**src/rtl/axis_pkt_arbiter.sv**
```systemverilog
// Packet-level AXI-Stream arbiter: round-robin grant per whole packet,
// mid-packet starvation watchdog with abort/drain, per-source statistics.
`timescale 1ns/1ps
module axis_pkt_arbiter #(
   parameter int NUM_SRC     = 2,
   parameter int DATA_WIDTH  = 8,
   parameter int TIMEOUT_CYC = 4096,
   parameter int CNT_WIDTH   = 16
) (
   input  logic                          clk,
   input  logic                          rst_n,
   input  logic [NUM_SRC*DATA_WIDTH-1:0] s_axis_tdata,
   input  logic [NUM_SRC-1:0]            s_axis_tvalid,
   input  logic [NUM_SRC-1:0]            s_axis_tlast,
   output logic [NUM_SRC-1:0]            s_axis_tready,
   output logic [DATA_WIDTH-1:0]         m_axis_tdata,
   output logic                          m_axis_tvalid,
   output logic                          m_axis_tlast,
   output logic                          m_axis_tuser,
   input  logic                          m_axis_tready,
   output logic [NUM_SRC-1:0]            grant_o,
   output logic                          busy_o,
   input  logic                          cnt_clr_i,
   output logic [NUM_SRC*CNT_WIDTH-1:0]  pkt_cnt_o,
   output logic [CNT_WIDTH-1:0]          abort_cnt_o
);

   // Handshake: a beat moves on a port when tvalid and tready are both high
   // at a rising clk edge; tvalid never depends on tready, and once m_axis_tvalid
   // is raised it stays up (with stable data) until the beat is taken.

   localparam int IDX_W = (NUM_SRC > 1) ? $clog2(NUM_SRC) : 1;
   localparam int WD_W  = $clog2(TIMEOUT_CYC + 1);

   typedef enum logic [1:0] {ST_IDLE, ST_PASS, ST_ABORT, ST_DRAIN} state_t;

   state_t                 state, state_nxt;
   logic [IDX_W-1:0]       owner, owner_nxt;
   logic [IDX_W-1:0]       rr_ptr, rr_ptr_nxt;
   logic [WD_W-1:0]        wd_cnt, wd_nxt;
   logic                   pick_found;
   logic [IDX_W-1:0]       pick_idx;
   logic                   pkt_inc, abort_inc;
   logic                   sel_valid, sel_last;
   logic [DATA_WIDTH-1:0]  sel_data;
   logic [DATA_WIDTH-1:0]  src_data [NUM_SRC];
   logic [CNT_WIDTH-1:0]   pkt_cnt  [NUM_SRC];
   logic [CNT_WIDTH-1:0]   abort_cnt;

   function automatic logic [IDX_W-1:0] next_idx(input logic [IDX_W-1:0] i);
      return (int'(i) == NUM_SRC - 1) ? '0 : i + 1'b1;
   endfunction

   for (genvar i = 0; i < NUM_SRC; i++) begin : g_src
      assign src_data[i] = s_axis_tdata[i*DATA_WIDTH +: DATA_WIDTH];
      assign pkt_cnt_o[i*CNT_WIDTH +: CNT_WIDTH] = pkt_cnt[i];
   end

   assign abort_cnt_o = abort_cnt;
   assign sel_valid   = s_axis_tvalid[owner];
   assign sel_last    = s_axis_tlast[owner];
   assign sel_data    = src_data[owner];
   assign busy_o      = (state != ST_IDLE);

   // Round-robin pick: first valid source at or above the pointer, with wrap.
   always_comb begin
      int cand;
      pick_found = 1'b0;
      pick_idx   = '0;
      cand       = 0;
      for (int k = 0; k < NUM_SRC; k++) begin
         cand = int'(rr_ptr) + k;
         if (cand >= NUM_SRC) cand = cand - NUM_SRC;
         if (!pick_found && s_axis_tvalid[IDX_W'(cand)]) begin
            pick_found = 1'b1;
            pick_idx   = IDX_W'(cand);
         end
      end
   end

   // One-hot owner while a packet is in flight (including abort/drain).
   always_comb begin
      grant_o = '0;
      if (state != ST_IDLE) grant_o[owner] = 1'b1;
   end

   // State, owner, pointer and watchdog registers.
   always_ff @(posedge clk or negedge rst_n) begin
      if (!rst_n) begin
         state  <= ST_IDLE;
         owner  <= '0;
         rr_ptr <= '0;
         wd_cnt <= '0;
      end else begin
         state  <= state_nxt;
         owner  <= owner_nxt;
         rr_ptr <= rr_ptr_nxt;
         wd_cnt <= wd_nxt;
      end
   end

   // Next-state logic and datapath muxing.
   always_comb begin
      state_nxt     = state;
      owner_nxt     = owner;
      rr_ptr_nxt    = rr_ptr;
      wd_nxt        = wd_cnt;
      m_axis_tdata  = '0;
      m_axis_tvalid = 1'b0;
      m_axis_tlast  = 1'b0;
      m_axis_tuser  = 1'b0;
      s_axis_tready = '0;
      pkt_inc       = 1'b0;
      abort_inc     = 1'b0;
      case (state)
         ST_IDLE: begin
            if (pick_found) begin
               owner_nxt = pick_idx;
               wd_nxt    = '0;
               state_nxt = ST_PASS;
            end
         end
         ST_PASS: begin
            m_axis_tdata         = sel_data;
            m_axis_tvalid        = sel_valid;
            m_axis_tlast         = sel_last;
            s_axis_tready[owner] = m_axis_tready;
            if (sel_valid && m_axis_tready) begin
               // An accepted beat always beats a coincident timeout.
               wd_nxt = '0;
               if (sel_last) begin
                  state_nxt  = ST_IDLE;
                  rr_ptr_nxt = next_idx(owner);
                  pkt_inc    = 1'b1;
               end
            end else if (!sel_valid) begin
               // Only source starvation counts; downstream backpressure does not.
               if (wd_cnt == WD_W'(TIMEOUT_CYC - 1)) begin
                  wd_nxt    = '0;
                  state_nxt = ST_ABORT;
               end else begin
                  wd_nxt = wd_cnt + 1'b1;
               end
            end
         end
         ST_ABORT: begin
            m_axis_tvalid = 1'b1;
            m_axis_tlast  = 1'b1;
            m_axis_tuser  = 1'b1;
            if (m_axis_tready) begin
               abort_inc = 1'b1;
               state_nxt = ST_DRAIN;
            end
         end
         ST_DRAIN: begin
            s_axis_tready[owner] = 1'b1;
            if (sel_valid && sel_last) begin
               state_nxt  = ST_IDLE;
               rr_ptr_nxt = next_idx(owner);
            end
         end
         default: state_nxt = ST_IDLE;
      endcase
   end

   // Saturating statistics counters; clear has priority over increments.
   always_ff @(posedge clk or negedge rst_n) begin
      if (!rst_n) begin
         for (int i = 0; i < NUM_SRC; i++) pkt_cnt[i] <= '0;
         abort_cnt <= '0;
      end else if (cnt_clr_i) begin
         for (int i = 0; i < NUM_SRC; i++) pkt_cnt[i] <= '0;
         abort_cnt <= '0;
      end else begin
         if (pkt_inc && (pkt_cnt[owner] != '1)) pkt_cnt[owner] <= pkt_cnt[owner] + 1'b1;
         if (abort_inc && (abort_cnt != '1)) abort_cnt <= abort_cnt + 1'b1;
      end
   end

endmodule

```
**config.mk**
```make
export PLATFORM = sky130hd
export DESIGN_NAME = axis_pkt_arbiter
export DESIGN_NICKNAME = d
export VERILOG_FILES = /design/src/rtl/axis_pkt_arbiter.sv
export SDC_FILE = /design/constraint.sdc
export NUM_CORES = 1
export LEC_CHECK = 0
export ABC_AREA = 0
export CORE_MARGIN = 2
export CORE_UTILIZATION = 50
export CTS_BUF_LIST = sky130_fd_sc_hd__clkbuf_2 sky130_fd_sc_hd__clkbuf_4 sky130_fd_sc_hd__clkbuf_8
export DETAILED_ROUTE_END_ITERATION = 16
export PLACE_DENSITY = 0.87
export SLEW_MARGIN = 40
export SYNTH_ARGS = -nofsm -noshare
export SYNTH_HDL_FRONTEND = slang
export SYNTH_SLANG_ARGS = --single-unit
export TNS_END_PERCENT = 20
```
**constraint.sdc**
```tcl
create_clock -name clk -period 3.6 [get_ports clk]
set_input_delay 0.72 -clock clk [delete_from_list [all_inputs] [get_ports clk]]
set_output_delay 0.72 -clock clk [all_outputs]
set_load 0.02 [all_outputs]
```
==> key figures <==
Synth
  • FF+latch count, synth: 65
  • Yosys warning count: 0
  • Asr flop ratio synth: between 90% and 100%
  • Yosys top cell area share: 39.8%
  • Net Count, Synth: between 400 and 500
  • Top area cells in the synthesized netlist: dfrtp_1 (40%), mux2i_1 (4.9%), nand3_1 (4.0%), a21oi_1 (3.9%), nor2_1 (3.5%)
  • Register area share after synthesis: approximately 40%
  • Post-synth top cells: dfrtp_1 (65), nor2_1 (38), nand3_1 (33)
  • Synth Cell Area: between 0.004 and 0.005 mm2
  • Area leader, netlist: dfrtp_1
  • Post-synth EDFFs: 0
  • Number of distinct library cells after synthesis: between 50 and 60
  • Ys flop type: dfrtp_1
  • Mapped Cells: between 400 and 500
  • Top-count cell post-synth: dfrtp_1
  • Syn Area/Cell: about 9.0 um2

Drt
  • # DRC: 0
  • Initial DRT Pass Iterations: 6
  • Wire length per cell: roughly 17 um
  • Vias per inst: between 6 and 7
  • Antenna-violating nets left: 0
  • Initial DRC count: ~450
  • Total number of vias: 4,002
  • Final wirelength: approximately 11 mm
  • Met3 Routed Length: about 900 um
  • Top sig layer: met4
  • DRT met1 WL: 4.64 mm
  • Met2 WL: slightly above 5 mm

Worst setup path
  • Critical Path Source Type: input pin
  • Required time worst endpoint: between 2 and 3 ns
  • Arr. time, crit path: roughly 2.4 ns
  • Reg2reg end: pkt_cnt_o[2]$_DFFE_PN0P_
  • Critical path's most frequent cell: clkdlybuf4s50_1
  • Slowest stage delay, CP: just over 0.6 ns
  • Critical path peak fanout: 4
  • Setup CP Type: in -> out
  • Worst r2r src: owner$_DFFE_PN0P_
  • Slowest-stage cell, CP: clkdlybuf4s50_1
  • R2r setup slk: around 0.52 ns
  • Critical Path, Cell by Cell: clkdlybuf4s50_1 > mux2_2 > a21oi_1 > nor2b_1 > clkdlybuf4s50_1
  • Path depth of the worst reg2reg path: 7
  • Worst Setup End Kind: output port

Clock tree
  • Max clock buf depth: 2
  • Root Driver: clkbuf_8
  • Sink Count: 65
  • CTS Buf Count: 9
  • Htree depth: 3
  • Clk_lat worst skew: 0.35 ns
  • Hold buffers post-CTS: 0
  • Post_cts resized: 0
  • Clock transition at the registers of the reported paths: about 0.070 ns
  • Post-CTS setup buffer count: 0
  • CTS tree: yes

STA
  • Slew HR: around 50%
  • Final period utilization: 86.9%
  • Fin Clk Skew: approximately 0.0085 ns
  • Fin. Hold Viols: 0
  • Worst-margin pin slew: ~0.74 ns
  • Unrepaired setup endpoints after global routing: no
  • Setup TNS Final: 0 ns
  • Fin. max-slew vios: 0
  • Final min period: 3.13 ns
  • Final setup vio count: 0
  • Peak Freq: around 320 MHz
  • Final Worst Setup Slack: around 0.47 ns

Global routing
  • All-Layer GR Usage: 26.1%
  • Antenna violations before repair: 0
  • Largest net degree at the start of global routing: 50
  • Total gr overflow: 0
  • Number of global-route vias before repair: 3,843
  • First-pass GRT wire length: ~18 mm

Die
  • Site row count: 32
  • Full die area: roughly 0.009 mm2
  • # IOs: roughly 90
  • Die Wd: around 94 um
  • Core Box Area: between 0.007 and 0.008 mm2
  • Initial core utilization: between 50 and 60%
  • Die Ht: roughly 94 um

Power and ir drop
  • Sequential Power Share: between 30% and 40%
  • Clock Power Share: a little under a quarter
  • Pwr/cell area: 437 mW/mm2
  • Switching power total: about 850 uW
  • Static leakage: between 0.002 and 0.0025 uW
  • Design Power: 2270 uW
  • Sw Share: 37.5%
  • VDD IR max: about 0.42 mV
  • Combinational Power Share: between 30% and 40%
  • Int Pwr: 1420 uW

Cells and area
  • Layout cell share with drive strength beyond 1: slightly below 8%
  • Non-filler instance count after layout: around 640
  • P&R area growth vs syn: 26.8%
  • Final nets: around 570
  • ANT cells: 0
  • Cell area after layout: roughly 0.0052 mm2

Placed design
  • Worst slack at placement: 0.508 ns
  • Post-Place Cells: 628
  • Routability cong.: slightly above 0.9
  • Placed instance area: roughly 0.005 mm2
  • IO Port Bufs: 87
  • DP HPWL: approximately 8 mm

Min path
  • Hold Crit Class: in -> async

Run status
  • Outcome: finished clean

Job
  • Max Cap Violations: 0
## placed cells by master (no fill, tap or decap), types with 5 or more instances in the layout
master           count
buf_4                6
nand3_1             33
xor2_1               7
clkdlybuf4s50_1     86
nand4_1             11
o31ai_1             13
o21ai_0             23
nor2_1              38
inv_1               14
and3_1               6
clkbuf_8             9
nor3_1              12
xnor2_1             14
nor2b_1             10
or3_1                6
mux2i_1             20
o22ai_1              9
mux2_2               7
a21oi_1             32
nor4_1               5
ha_1                 7
dfrtp_1             64
o21a_1               6
or4_1               12
nand2_1             32
## registers in the layout, summed over array words and instances (netlist names), named ones only
signal and cells:
state 1, rr_ptr 1, wd_cnt 13, pkt_cnt_o 32, abort_cnt_o 16, owner 1
## kinds of logic after synthesis
family	synth area share (%)
fa+ha+maj	2.14
buf+inv	3.98
xor+xnor	4.50
flops	39.8
mux	6.82
simple gates	23.7
compound gates	19.1
## layout make-up
type	instances	area [um2]
Sequential cell	65	1630
Clock inverter	4	20.0
Inverter	15	56.3
Fill cell	636	2660
Timing Repair Buffer	92	906
Clock buffer	12	146
Multi-Input combinational cell	354	2300
Tap cell	102	128
## how the worst max path moves through the flow
stage                      start                        end  slack, ns
3_5_place_dp    s_axis_tvalid[0]              m_axis_tvalid       0.51
2_1_floorplan  owner$_DFFE_PN0P_  pkt_cnt_o[26]$_DFFE_PN0P_       0.45
6_report        s_axis_tvalid[0]              m_axis_tvalid       0.47
4_1_cts         s_axis_tvalid[0]              m_axis_tvalid       0.49
5_1_grt        owner$_DFFE_PN0P_   pkt_cnt_o[2]$_DFFE_PN0P_       0.35
3_3_place_gp    s_axis_tvalid[0]              m_axis_tvalid       0.56
## power groups by stage
stage          combinational (uW)  sequential [uW]  clock, uW
2_1_floorplan                 616              816          0
3_3_place_gp                  843              849          0
3_5_place_dp                  872              854          0
4_1_cts                       880              840        545
5_1_grt                       967              848        583
6_report                      883              841        542
## per-layer routing
layer | track usage, % | vias up
li1 | - | 1863
met1 | 36.0 | 1895
met2 | 41.1 | 220
met3 | 4.47 | 24
met4 | 10.4 | 0
met5 | 0 | -
## critical path: cells and delay by family
| kind | cells | cell delay, ns |
|---|---|---|
| AND/OR/NAND/NOR | 1 | 0.17 |
| buffers and inverters | 2 | 1.20 |
| multiplexers | 1 | 0.24 |
| AO/OA/AOI/OAI | 1 | 0.08 |
## through the flow
step           util [%]  hold slack, ns
3_5_place_dp       64.0           0.472
3_3_place_gp       63.9           0.460
2_1_floorplan         -           0.424
4_1_cts            66.1           0.413
6_report           66.1           0.387
5_1_grt            66.1           0.440
No activity file was read; power rests on OpenSTA's default activity.
